### src/rtl/fp32_mul_seq.sv
`default_nettype none
// ============================================================================
// Module   : fp32_mul_seq
// Purpose  : Sequential IEEE-754 single-precision multiplier, S = A * B.
//            Radix-2 shift-add over the 24-bit hidden-bit mantissas into a
//            48-bit accumulator, then a one-cycle normalize/special-case
//            stage. Truncation rounding, subnormals flushed to zero.
//            Fixed latency for every operand: start sampled at edge 0,
//            done high in the cycle after edge 26.
// Ports    : clk   - clock, rising edge
//            rst   - asynchronous active-high reset
//            start - request, sampled only in IDLE
//            A, B  - FP32 operands, sampled with start
//            S     - FP32 result, held from done until the next accepted start
//            busy  - high from the cycle after acceptance through DONE
//            done  - one-cycle pulse, S valid in that cycle
// Revision : 1.0 - initial release
// ============================================================================
module fp32_mul_seq #(
    parameter logic [31:0] QNAN = 32'h7FC00000
) (
    input  logic        clk,
    input  logic        rst,
    input  logic        start,
    input  logic [31:0] A,
    input  logic [31:0] B,
    output logic [31:0] S,
    output logic        busy,
    output logic        done
);

    localparam logic [1:0] c_IDLE = 2'd0;
    localparam logic [1:0] c_MUL  = 2'd1;
    localparam logic [1:0] c_NORM = 2'd2;
    localparam logic [1:0] c_DONE = 2'd3;

    logic [1:0]        r_state;
    logic              r_signS;
    logic [23:0]       r_fracA;
    logic [23:0]       r_fracB;
    logic [47:0]       r_acc;
    logic signed [9:0] r_exp;
    logic [4:0]        r_count;
    logic              r_nanIn;
    logic              r_infIn;
    logic              r_zeroIn;

    // Operand classification at latch time
    logic w_zeroA, w_zeroB, w_infA, w_infB, w_nanA, w_nanB;
    assign w_zeroA = (A[30:23] == 8'h00);
    assign w_zeroB = (B[30:23] == 8'h00);
    assign w_infA  = (&A[30:23]) & ~(|A[22:0]);
    assign w_infB  = (&B[30:23]) & ~(|B[22:0]);
    assign w_nanA  = (&A[30:23]) & (|A[22:0]);
    assign w_nanB  = (&B[30:23]) & (|B[22:0]);

    // 10-bit signed exponent sum leaves headroom for both overflow (up to 383)
    // and underflow (down to -127) without wrapping.
    logic signed [9:0] w_expSum;
    assign w_expSum = signed'({2'b00, A[30:23]}) + signed'({2'b00, B[30:23]}) - 10'sd127;

    // Partial product for the current multiplier bit
    logic [47:0] w_addend;
    assign w_addend = {24'h000000, r_fracA} << r_count;

    // Product of two [1,2) mantissas lies in [1,4): bit 47 flags the upper half
    logic [22:0]       w_mant;
    logic signed [9:0] w_expNorm;
    assign w_mant    = r_acc[47] ? r_acc[46:24] : r_acc[45:23];
    assign w_expNorm = r_acc[47] ? (r_exp + 10'sd1) : r_exp;

    logic [31:0] w_result;
    always_comb begin
        w_result = {r_signS, w_expNorm[7:0], w_mant};
        if (r_nanIn || (r_infIn && r_zeroIn)) begin
            w_result = QNAN;
        end else if (r_infIn) begin
            w_result = {r_signS, 8'hFF, 23'h000000};
        end else if (r_zeroIn) begin
            w_result = {r_signS, 31'h00000000};
        end else if (w_expNorm >= 10'sd255) begin
            w_result = {r_signS, 8'hFF, 23'h000000};
        end else if (w_expNorm <= 10'sd0) begin
            w_result = {r_signS, 31'h00000000};
        end
    end

    always_ff @(posedge clk or posedge rst) begin
        if (rst) begin
            r_state  <= c_IDLE;
            r_signS  <= 1'b0;
            r_fracA  <= '0;
            r_fracB  <= '0;
            r_acc    <= '0;
            r_exp    <= '0;
            r_count  <= '0;
            r_nanIn  <= 1'b0;
            r_infIn  <= 1'b0;
            r_zeroIn <= 1'b0;
            S        <= '0;
            busy     <= 1'b0;
            done     <= 1'b0;
        end else begin
            case (r_state)
                c_IDLE: begin
                    done <= 1'b0;
                    if (start) begin
                        r_signS  <= A[31] ^ B[31];
                        r_fracA  <= {1'b1, A[22:0]};
                        r_fracB  <= {1'b1, B[22:0]};
                        r_exp    <= w_expSum;
                        r_acc    <= '0;
                        r_count  <= '0;
                        r_nanIn  <= w_nanA | w_nanB;
                        r_infIn  <= w_infA | w_infB;
                        r_zeroIn <= w_zeroA | w_zeroB;
                        busy     <= 1'b1;
                        r_state  <= c_MUL;
                    end
                end
                c_MUL: begin
                    // Bits 0..23 are accumulated; count reaching 24 ends the loop
                    if (r_count == 5'd24) begin
                        r_state <= c_NORM;
                    end else begin
                        if (r_fracB[r_count]) begin
                            r_acc <= r_acc + w_addend;
                        end
                        r_count <= r_count + 5'd1;
                    end
                end
                c_NORM: begin
                    S       <= w_result;
                    done    <= 1'b1;
                    r_state <= c_DONE;
                end
                c_DONE: begin
                    done    <= 1'b0;
                    busy    <= 1'b0;
                    r_state <= c_IDLE;
                end
                default: begin
                    r_state <= c_IDLE;
                end
            endcase
        end
    end

endmodule
`default_nettype wire

### config.mk
export PLATFORM = sky130hd
export DESIGN_NAME = fp32_mul_seq
export DESIGN_NICKNAME = d
export VERILOG_FILES = /design/src/rtl/fp32_mul_seq.sv
export SDC_FILE = /design/constraint.sdc
export NUM_CORES = 1
export LEC_CHECK = 0
export ABC_AREA = 1
export BUFFER_PORTS_ARGS = -buffer_cell sky130_fd_sc_hd__buf_2
export CAP_MARGIN = 20
export CORE_ASPECT_RATIO = 1.5
export CORE_UTILIZATION = 50
export DETAILED_ROUTE_END_ITERATION = 8
export PLACE_DENSITY_LB_ADDON = 0.15
export SLEW_MARGIN = 20
export SYNTH_ARGS = -nofsm -noshare
export SYNTH_HDL_FRONTEND = slang
export SYNTH_SLANG_ARGS = --single-unit
export TNS_END_PERCENT = 30
### constraint.sdc
create_clock -name clk -period 11.7 [get_ports clk]
set_clock_uncertainty 0.05 [all_clocks]
set_input_delay 1.17 -clock clk [delete_from_list [all_inputs] [get_ports clk]]
set_output_delay 1.17 -clock clk [all_outputs]
set_load 0.02 [all_outputs]
Yosys cells after proc, flatten, opt, wreduce, memory -nomap -nowiden
Index checks and enable logic that the tools add are counted.
{"block": "word_totals", "ff_bits": 151, "in_bits": 67, "output_inout_bits": 34, "wordCells": 80}
{"block": "classes", "add_sub_neg": 5, "n_lt_le_gt_ge": 3, "eq_ne": 8, "n_shift": 1, "muxes": 22, "bitwise": 10, "n_reduce_logical": 18}
{"op": "2-to-1 mux 48 bit", "count": 3}
{"op": "2-to-1 mux 31 bit", "count": 4}
{"op": "one-hot mux 48 bit (2 select lines)", "count": 1}
{"op": "adder 48 bit", "count": 1}
{"op": "<< shifter 24 x 5 -> 48 bit", "count": 1}
{"op": "OR reduction 23 bit", "count": 2}
{"op": "2-to-1 mux 32 bit", "count": 1}
{"op": "2-to-1 mux 23 bit", "count": 1}
{"op": "zero test 8 bit", "count": 2}
{"op": "AND reduction 8 bit", "count": 2}
{"op": "adder 10 x 2 -> 10 bit (second input constant)", "count": 1}
{"op": ">= comparator 10 x 9 -> 1 bit (second input constant)", "count": 1}
{"op": "<= comparator 10 x 1 -> 1 bit (second input constant)", "count": 1}
{"op": "2-to-1 mux 10 bit", "count": 1}
{"op": "2-to-1 mux 5 bit", "count": 2}
{"op": "one-hot mux 5 bit (2 select lines)", "count": 1}
{"op": "subtractor 9 x 7 -> 10 bit (second input constant)", "count": 1}
{"op": "adder 8 x 8 -> 9 bit", "count": 1}
{"op": "!= test 2 bit (second input constant)", "count": 4}
{"op": "one-hot mux 2 bit (4 select lines)", "count": 1}
{"op": "< comparator 5 x 6 -> 1 bit (second input constant)", "count": 1}
{"op": "AND reduction 2 bit", "count": 3}
{"op": "nonzero test 2 bit", "count": 3}
{"op": "adder 5 x 1 -> 5 bit (second input constant)", "count": 1}
{"op": "other kinds (17)", "count": 27}

Depth between registers and ports, before layout
Gate-level depths: netlist of the first run.
{"block": "depth", "depth_word": 8, "mapped_depth": 28, "ltp_nobuf": 25}

Least setup slack after synthesis of the first run
No wires, ideal clock.
{"block": "synth_timing", "kind": "reg2reg", "start": "register r_count[0]", "end": "register r_acc[18]", "setup_time_ns": 0.117, "arrival_time_ns": 2.997, "required_time_ns": 11.533, "path_slack_ns": 8.536, "path_stages_with_launch": 26, "n_path_buf": 4, "period_less_slack_ns": 3.164, "path_cell_list": "dfrtp_1 > buf_4 > buf_6 > buf_6 > buf_6 > nor2_1 > inv_1 > nor2_1 > inv_1 > nor2_1 > inv_1 > o21ai_1 > inv_1 > nor2_1 > ha_1 > nand2_1 > inv_1 > a21oi_1 > o21ai_0 > inv_1 > nand2_1 > nand2_1 > nand2_1 > or2_2 > nand3_1 > nand2_1"}
{"block": "synth_between", "elab_chain_len": 5, "elab_cells_between_ends": 11, "cone_classes": "add/sub (1); eq/ne (3); shift (1); mux (5); reduce/logical (1)"}
{"item": "start, declared", "line": "43", "rtl": "logic [4:0] r_count;"}
{"item": "start signal, assigned", "line": "129", "rtl": "r_count <= r_count + 5'd1;"}
{"item": "<< shifter 24 x 5 -> 48 bit", "line": "64", "rtl": "assign w_addend = {24'h000000, r_fracA} << r_count;"}
{"item": "adder 48 bit", "line": "127", "rtl": "r_acc <= r_acc + w_addend;"}
{"item": "2-to-1 mux 48 bit", "line": "126", "rtl": "if (r_fracB[r_count]) begin"}
{"item": "2-to-1 mux 48 bit", "line": "123", "rtl": "if (r_count == 5'd24) begin"}
{"item": "one-hot mux 48 bit (2 select lines)", "line": "104", "rtl": "case (r_state)"}
{"item": "end signal, assigned", "line": "127"}
{"item": "end, declared", "line": "41", "rtl": "logic [47:0] r_acc;"}
Several ways; a longest one is shown, not always the timed one. The select of a mux whose other input is x is not followed.
A chain may end at the register's enable or synchronous reset.

Worst setup path after layout of the first run
{"block": "layout_timing", "start": "register r_count[2]", "end": "register r_acc[22]"}
Same word-level chain as after synthesis.

==> out/metrics.csv, run 1 <==
stage;metric;value;unit
status;outcome;complete, no violations;
synth;Synth async-reset ratio;100;%
run;max cap viols;0;
power_and_ir_drop;part of the power in registers;19.5;%
power_and_ir_drop;clock network power share;11.8;%
clocking;Setup Buffers After CTS;0;
cells_and_area;commonest non-fill, non-tap cells in the layout;nand2_1, inv_1, o21ai_0;
grt;gr usage total;34.2;%
power_and_ir_drop;VDD IR-drop max;159;uV
power_and_ir_drop;P per Cell Area;338;nW/um^2
cells_and_area;most common cell after layout, fill and taps aside;nand2_1;
synth;YS warnings;0;
floorplanning;Starting Density;50.9;%
timing;Max Transition Viols Final;0;
clocking;worst skew pair latency;0.45;ns
route;vias post-DR;13350;
timing;final setup violation count;0;
synth;Synth cell types;41;
grt;number of global-route vias before repair;12968;
route;drt wl/cell;17.6;um
clocking;clock slew at reported path FFs;0.06;ns
grt;initial antenna violation count;0;
grt;first-pass GRT wire length;68200;um
route;vias per inst;5.40;
placement;placed cell area;13400;sq um
critical_path;crit start category;register;
placement;port buffer count;100;
floorplanning;die span in x;133;um
critical_path;crit end category;register;
timing;crit share post-route;44.9;%
critical_path;CP required;12.03;ns
placement;GPL Wtd Cong;1.14;
clocking;CTS max path bufs;2;
cells_and_area;final cell count without fillers;2470;
power_and_ir_drop;Psw;2690;uW
floorplanning;die height;198;um
route;Pre-Repair DR Iteration Count;7;
synth;number of synthesized flops with an enable pin;0;
floorplanning;core area;25100;sq um
route;Initial DRC Count;883;
placement;placed instance count;2440;
synth;post-synthesis sequential area ratio;29.3;%
critical_path;WS Path Type;register to register;
floorplanning;site row count;71;
synth;Mapped Nets;2214;
floorplanning;I/O pins;101;
timing;unrepaired setup endpoints after global routing;false;
power_and_ir_drop;P_leak;0.00769;uW
timing;Setup TNS Final;0;ns
grt;largest net degree at the start of global routing;100;
critical_path;CP delay by family, top;simple AND/OR/NAND/NOR gates;
critical_path;worst path arrival time;5.59;ns
synth;#FFs+latches synth;150;
timing;Fin. Hold Viols;0;
clocking;CTS Hold Buffers Added;0;
route;Detail Route Antenna Nets;0;
critical_path;CP max-delay cell;clkinv_1;
hold_path;hold_sp;S[15]$_DFFE_PP0P_;
critical_path;crit-path max FO;34;
critical_path;WP buf/inv;3;
clocking;CTS root buffer;clkbuf_16;
critical_path;Top cell by count, worst path;nand2_1;
synth;Post-Syn Area per Cell;6.17;sq um
timing;PnR worst setup slack;6.45;ns
synth;Synth Instances;2075;
critical_path;worst r2r src;r_count[2]$_DFFE_PP0P_;
clocking;H-tree depth;4;
clocking;CTS tree;yes;
cells_and_area;Final Net Count;2270;
route;Residual DRC;0;
timing;Tmin final;5.25;ns
timing;Max Freq;190;MHz
clocking;post-CTS sizing;0;
clocking;CTS Buf Count;17;
floorplanning;DIE AREA;26300;sq um
route;WL final;43400;um
clocking;clock sink count;150;
synth;Primary FF master, synth;dfrtp_1;
cells_and_area;Area Overhead vs Synth;9.28;%
synth;area of the mapped netlist;12800;sq um
power_and_ir_drop;logic gate share of total power;68.6;%
cells_and_area;n_diodes;0;
cells_and_area;post-route cell area;14000;sq um
placement;pre-CTS WS;6.60;ns
critical_path;Worst Setup SP;r_count[2]$_DFFE_PP0P_;
placement;post-detail-place hpwl;34200;um
timing;Slew @ Worst Pin;0.949;ns
hold_path;Tightest Hold Check Type;register to register;
critical_path;critical path, cell by cell;clkinv_1 -> o21ai_0 -> nand2_1 -> o21ai_0 -> nor2_1 -> ha_1 -> nand2_1 -> nor2_1 -> inv_1 -> o21ai_0 -> inv_1 -> nand2_1 -> nand2_1 -> nand2_1 -> or2_2 -> nand3_1 -> nand2_1;
timing;Slew headroom;36.3;%
power_and_ir_drop;switching share of total power;57.0;%
grt;Remaining Overflow, GRT;0;
cells_and_area;proportion of layout cells with a drive suffix above 1;8.31;%
critical_path;crit-path max cell delay;1.00;ns
power_and_ir_drop;Pint;2030;uW
[worst reg2reg max path: stages (launching register included)]
cell and delay (ns):
dfrtp_1 0.94, clkinv_1 1.00, o21ai_0 0.61, nand2_1 0.08, o21ai_0 0.19, nor2_1 0.12, ha_1 0.37, nand2_1 0.12
nor2_1 0.32, inv_1 0.07, o21ai_0 0.49, inv_1 0.08, nand2_1 0.27, nand2_1 0.09, nand2_1 0.11, or2_2 0.12
nand3_1 0.06, nand2_1 0.10
[sequential cells by signal (all words and copies together) (netlist names)]
name and count:
r_count 5, r_fracA 24, r_infIn 1, r_exp 10, r_fracB 23, S 32, r_signS 1, done 1
busy 1, r_acc 48, r_nanIn 1, r_zeroIn 1, r_state 2
[power by group through the flow]
stage	combinational [uW]	clock [uW]	sequential, uW
after floorplan	2320	0	897
after global placement	3170	0	919
after detailed placement	3190	0	923
after CTS	3210	565	918
after global routing	3620	583	945
final	3240	557	923
[path summary, 6_finish.rpt]
path	endpoint	slack [ns]	cells after the start
worst max register to register	r_acc[22]$_DFFE_PP0P_	6.45	17
worst min register to register	S[15]$_DFFE_PP0P_	0.42	2
min in group asynchronous	r_exp[5]$_DFFE_PP0P_	0.89	2
worst max-delay path	r_acc[22]$_DFFE_PP0P_	6.45	17
max in group asynchronous	S[8]$_DFFE_PP0P_	9.42	3
worst min-delay path	S[15]$_DFFE_PP0P_	0.42	2
[metrics by stage]
step / total power, uW / utilization [%] / hold WS [ns]
final: 4720 / 55.6 / 0.423
after global routing: 5140 / 55.6 / 0.445
after CTS: 4690 / 55.6 / 0.426
after detailed placement: 4120 / 53.4 / 0.410
after global placement: 4090 / 53.4 / 0.410
after floorplan: 3220 / - / 0.394
[cells by family (layout without fill, tap and decap cells)]
family                     Yosys count  in the layout  share of synthesized area [%]
and+or+nand+nor                   1185           1185                           38.6
adders and majority gates           72             72                           7.15
xor gates and xnor gates            21             21                           1.44
muxes                                8              8                          0.626
AOI/OAI and AO/OA                  300            300                           12.1
DFF                                150            150                           29.3
buffers and inverters              339            406                           10.8
[layout make-up]
type	instances	area [sq um]
clock inverters	11	125
clock buffers	19	443
flip-flops and latches	150	3750
fillers	2618	11200
well taps	328	410
repair buffers	110	576
multi-input cells	1586	7680
inverters	266	1000
[layer usage]
metal,global-route usage (%),share of wire [%]
met5,0,0
met4,19.8,5.2
met2,64.3,52
met3,4.38,4.3
met1,36.3,39
[synth_stat cells (6+ instances only)]
| cell type | number | share of area, % |
|---|---|---|
| o21bai_1 | 6 | 0.35 |
| nand3b_1 | 8 | 0.47 |
| or2_2 | 14 | 0.68 |
| nor4_1 | 8 | 0.39 |
| buf_6 | 6 | 0.53 |
| a21oi_1 | 101 | 3.9 |
| buf_2 | 8 | 0.31 |
| mux2i_1 | 8 | 0.63 |
| o21ai_1 | 6 | 0.23 |
| nor2_1 | 168 | 4.9 |
| nor3_1 | 20 | 0.78 |
| buf_1 | 7 | 0.21 |
| clkbuf_1 | 38 | 1.1 |
| inv_1 | 260 | 7.6 |
| a31oi_1 | 7 | 0.34 |
| nand4_1 | 42 | 2.1 |
| nand3_2 | 11 | 0.86 |
| o21ai_0 | 173 | 6.8 |
| xor2_1 | 20 | 1.4 |
| ha_1 | 70 | 6.8 |
| buf_4 | 14 | 0.82 |
| dfrtp_1 | 150 | 29 |
| nand3_1 | 134 | 5.2 |
| nand2_1 | 772 | 23 |
(Power assumes the default switching activity.)
==> inputs of run 2 (changes only) <==
- clock period: 11.7 -> 5.35 ns (I/O delays scaled with it)
==> run 2 against run 1 <==
- first-iteration DRC count is 21% lower
- clock power is 130% higher
- design area is 0.46% higher
- core utilization is 0.25 points higher
- global-route usage hardly changed
- routed wire length is 1.0% lower
==> out/metrics.csv, run 2 (synthesized netlist as in run 1, its figures left out) <==
stage;metric;value;unit;change
status;outcome;complete, no violations;;
power_and_ir_drop;clock network power share;12.3;%;+0.5 points
clocking;clock slew at reported path FFs;0.06;ns;about the same
floorplanning;I/O pins;101;;unchanged
clocking;H-tree depth;4;;unchanged
power_and_ir_drop;logic gate share of total power;68.1;%;-0.5 points
placement;port buffer count;100;;unchanged
clocking;worst skew pair latency;0.45;ns;about the same
timing;Max Transition Viols Final;0;;unchanged
critical_path;reg2reg path depth;19;;+2
timing;Slew headroom;35.6;%;-0.78 points
cells_and_area;n_diodes;0;;unchanged
route;vias post-DR;13400;;+0.37%
power_and_ir_drop;Psw;5820;uW;+120%
clocking;post-CTS sizing;0;;unchanged
clocking;CTS max path bufs;2;;unchanged
floorplanning;DIE AREA;26300;sq um;unchanged
grt;initial antenna violation count;0;;unchanged
clocking;Setup Buffers After CTS;0;;unchanged
route;WL final;42900;um;-1.0%
cells_and_area;most common cell after layout, fill and taps aside;nand2_1;;
critical_path;R2R Setup Slk;1.34;ns;-5.11 ns
timing;Fin. Hold Viols;0;;unchanged
timing;crit share post-route;74.9;%;+30 points
run;max cap viols;0;;unchanged
cells_and_area;Core Util, Final;55.9;%;+0.25 points
critical_path;crit start category;register;;
route;Pre-Repair DR Iteration Count;5;;-2
timing;Max Freq;249;MHz;+31%
floorplanning;core area;25100;sq um;unchanged
floorplanning;site row count;71;;unchanged
cells_and_area;Final Net Count;2273;;+0.13%
power_and_ir_drop;P per Cell Area;734;nW/um^2;+120%
route;Detail Route Antenna Nets;0;;unchanged
cells_and_area;max reg flops;48;;unchanged
grt;Remaining Overflow, GRT;0;;unchanged
critical_path;crit-path max FO;43;;+26%
route;Residual DRC;0;;unchanged
clocking;CTS root buffer;clkbuf_16;;
critical_path;crit end category;register;;
power_and_ir_drop;switching share of total power;56.5;%;-0.52 points
floorplanning;die span in x;133;um;unchanged
timing;PnR worst setup slack;1.34;ns;-5.11 ns
grt;gr usage total;34.1;%;about the same
route;drt wl/cell;17.4;um;-1.2%
clocking;CTS tree;yes;;
clocking;clock sink count;150;;unchanged
cells_and_area;Biggest register;r_acc;;
power_and_ir_drop;P_leak;0.00773;uW;+0.46%
floorplanning;die height;198;um;unchanged
floorplanning;Starting Density;50.9;%;unchanged
timing;final setup violation count;0;;unchanged
cells_and_area;commonest non-fill, non-tap cells in the layout;nand2_1, inv_1, o21ai_0;;
clocking;CTS Hold Buffers Added;0;;unchanged
route;Initial DRC Count;694;;-21%
critical_path;CP required;5.63;ns;-6.40 ns
critical_path;WS Path Type;register to register;;
hold_path;Tightest Hold Check Type;primary input to async pin;;
timing;Tmin final;4.01;ns;-1.24 ns
timing;Setup TNS Final;0;ns;unchanged
timing;unrepaired setup endpoints after global routing;false;;
timing;Slew @ Worst Pin;0.967;ns;+0.0176 ns
cells_and_area;Area Overhead vs Synth;9.77;%;
placement;post-detail-place hpwl;34100;um;-0.36%
power_and_ir_drop;part of the power in registers;19.6;%;about the same
grt;largest net degree at the start of global routing;106;;+6.0%
cells_and_area;proportion of layout cells with a drive suffix above 1;8.57;%;+0.26 points
grt;first-pass GRT wire length;68400;um;+0.31%
grt;number of global-route vias before repair;13382;;+3.2%
cells_and_area;biggest regs;r_acc (48), S (32), r_fracA (24);;
clocking;CTS Buf Count;17;;unchanged
power_and_ir_drop;VDD IR-drop max;334;uV;+110%
route;vias per inst;5.41;;+0.17%
critical_path;worst path arrival time;4.29;ns;-1.30 ns
placement;pre-CTS WS;1.40;ns;-5.19 ns
power_and_ir_drop;Pint;4490;uW;+120%
placement;GPL Wtd Cong;1.05;;-7.4%
[run 2: path summary, 6_finish.rpt]
path	start	endpoint
min in group clk	B[22]	r_fracB[22]$_DFFE_PP0P_
max reg2reg	r_count[0]$_DFFE_PP0P_	r_acc[46]$_DFFE_PP0P_
min	rst	S[20]$_DFFE_PP0P_
min reg2reg	S[6]$_DFFE_PP0P_	S[6]$_DFFE_PP0P_
max	r_count[0]$_DFFE_PP0P_	r_acc[46]$_DFFE_PP0P_
max in group asynchronous	rst	r_acc[5]$_DFFE_PP0P_
[run 2: stage by stage]
step / cell area (sq um) / total power (uW) / hold WS [ns] / std cells
5_1_grt: 14100 / 11300 / 0.249 / 2475
3_3_place_gp: 13400 / 8910 / 0.410 / 2443
3_5_place_dp: 13400 / 8950 / 0.410 / 2443
6_report: 14100 / 10300 / 0.225 / 2475
2_1_floorplan: 12800 / 7040 / 0.394 / 2075
4_1_cts: 14100 / 10300 / 0.234 / 2475
[run 2: layout make-up]
| cell class | instances | area (sq um) |
|---|---|---|
| Sequential cell | 150 | 3750 |
| Multi-Input combinational cell | 1586 | 7680 |
| Clock inverter | 12 | 143 |
| Fill cell | 2607 | 11100 |
| Tap cell | 328 | 410 |
| Timing Repair Buffer | 113 | 598 |
| Clock buffer | 20 | 467 |
| Inverter | 266 | 1000 |
[run 2: critical path, cell delays in order (launching register included)]
cell,delay [ns]
dfrtp_1,0.36
buf_4,0.39
mux2i_1,0.26
o21ai_0,0.14
nand2_1,0.09
o21ai_0,0.16
o21ai_0,0.29
nor2_1,0.10
ha_1,0.38
nand2_1,0.13
nor2_1,0.24
inv_1,0.06
o21ai_0,0.46
inv_1,0.08
nand2_1,0.27
nand2_1,0.12
nand3_1,0.10
nand2_1,0.06
nand3_1,0.08
nand2_1,0.05
[run 2: power groups by stage]
stage	Sequential, uW	Clock (uW)	Combinational [uW]
floorplan	1960	0	5080
global placement	2020	0	6890
detailed placement	2020	0	6920
CTS	2010	1290	6960
global route	2060	1320	7890
finish	2020	1270	7020
[run 2: per-layer routing]
| metal | vias to the layer above | global-route usage (%) | wire, um | share of wire, % |
|---|---|---|---|---|
| li1 | 6732 | - | - | - |
| met1 | 6148 | 35.1 | 16400 | 38 |
| met2 | 382 | 62.5 | 21600 | 50 |
| met3 | 138 | 5.97 | 1950 | 4.5 |
| met4 | 0 | 24.1 | 3060 | 7.1 |
| met5 | - | 0 | 0 | 0 |
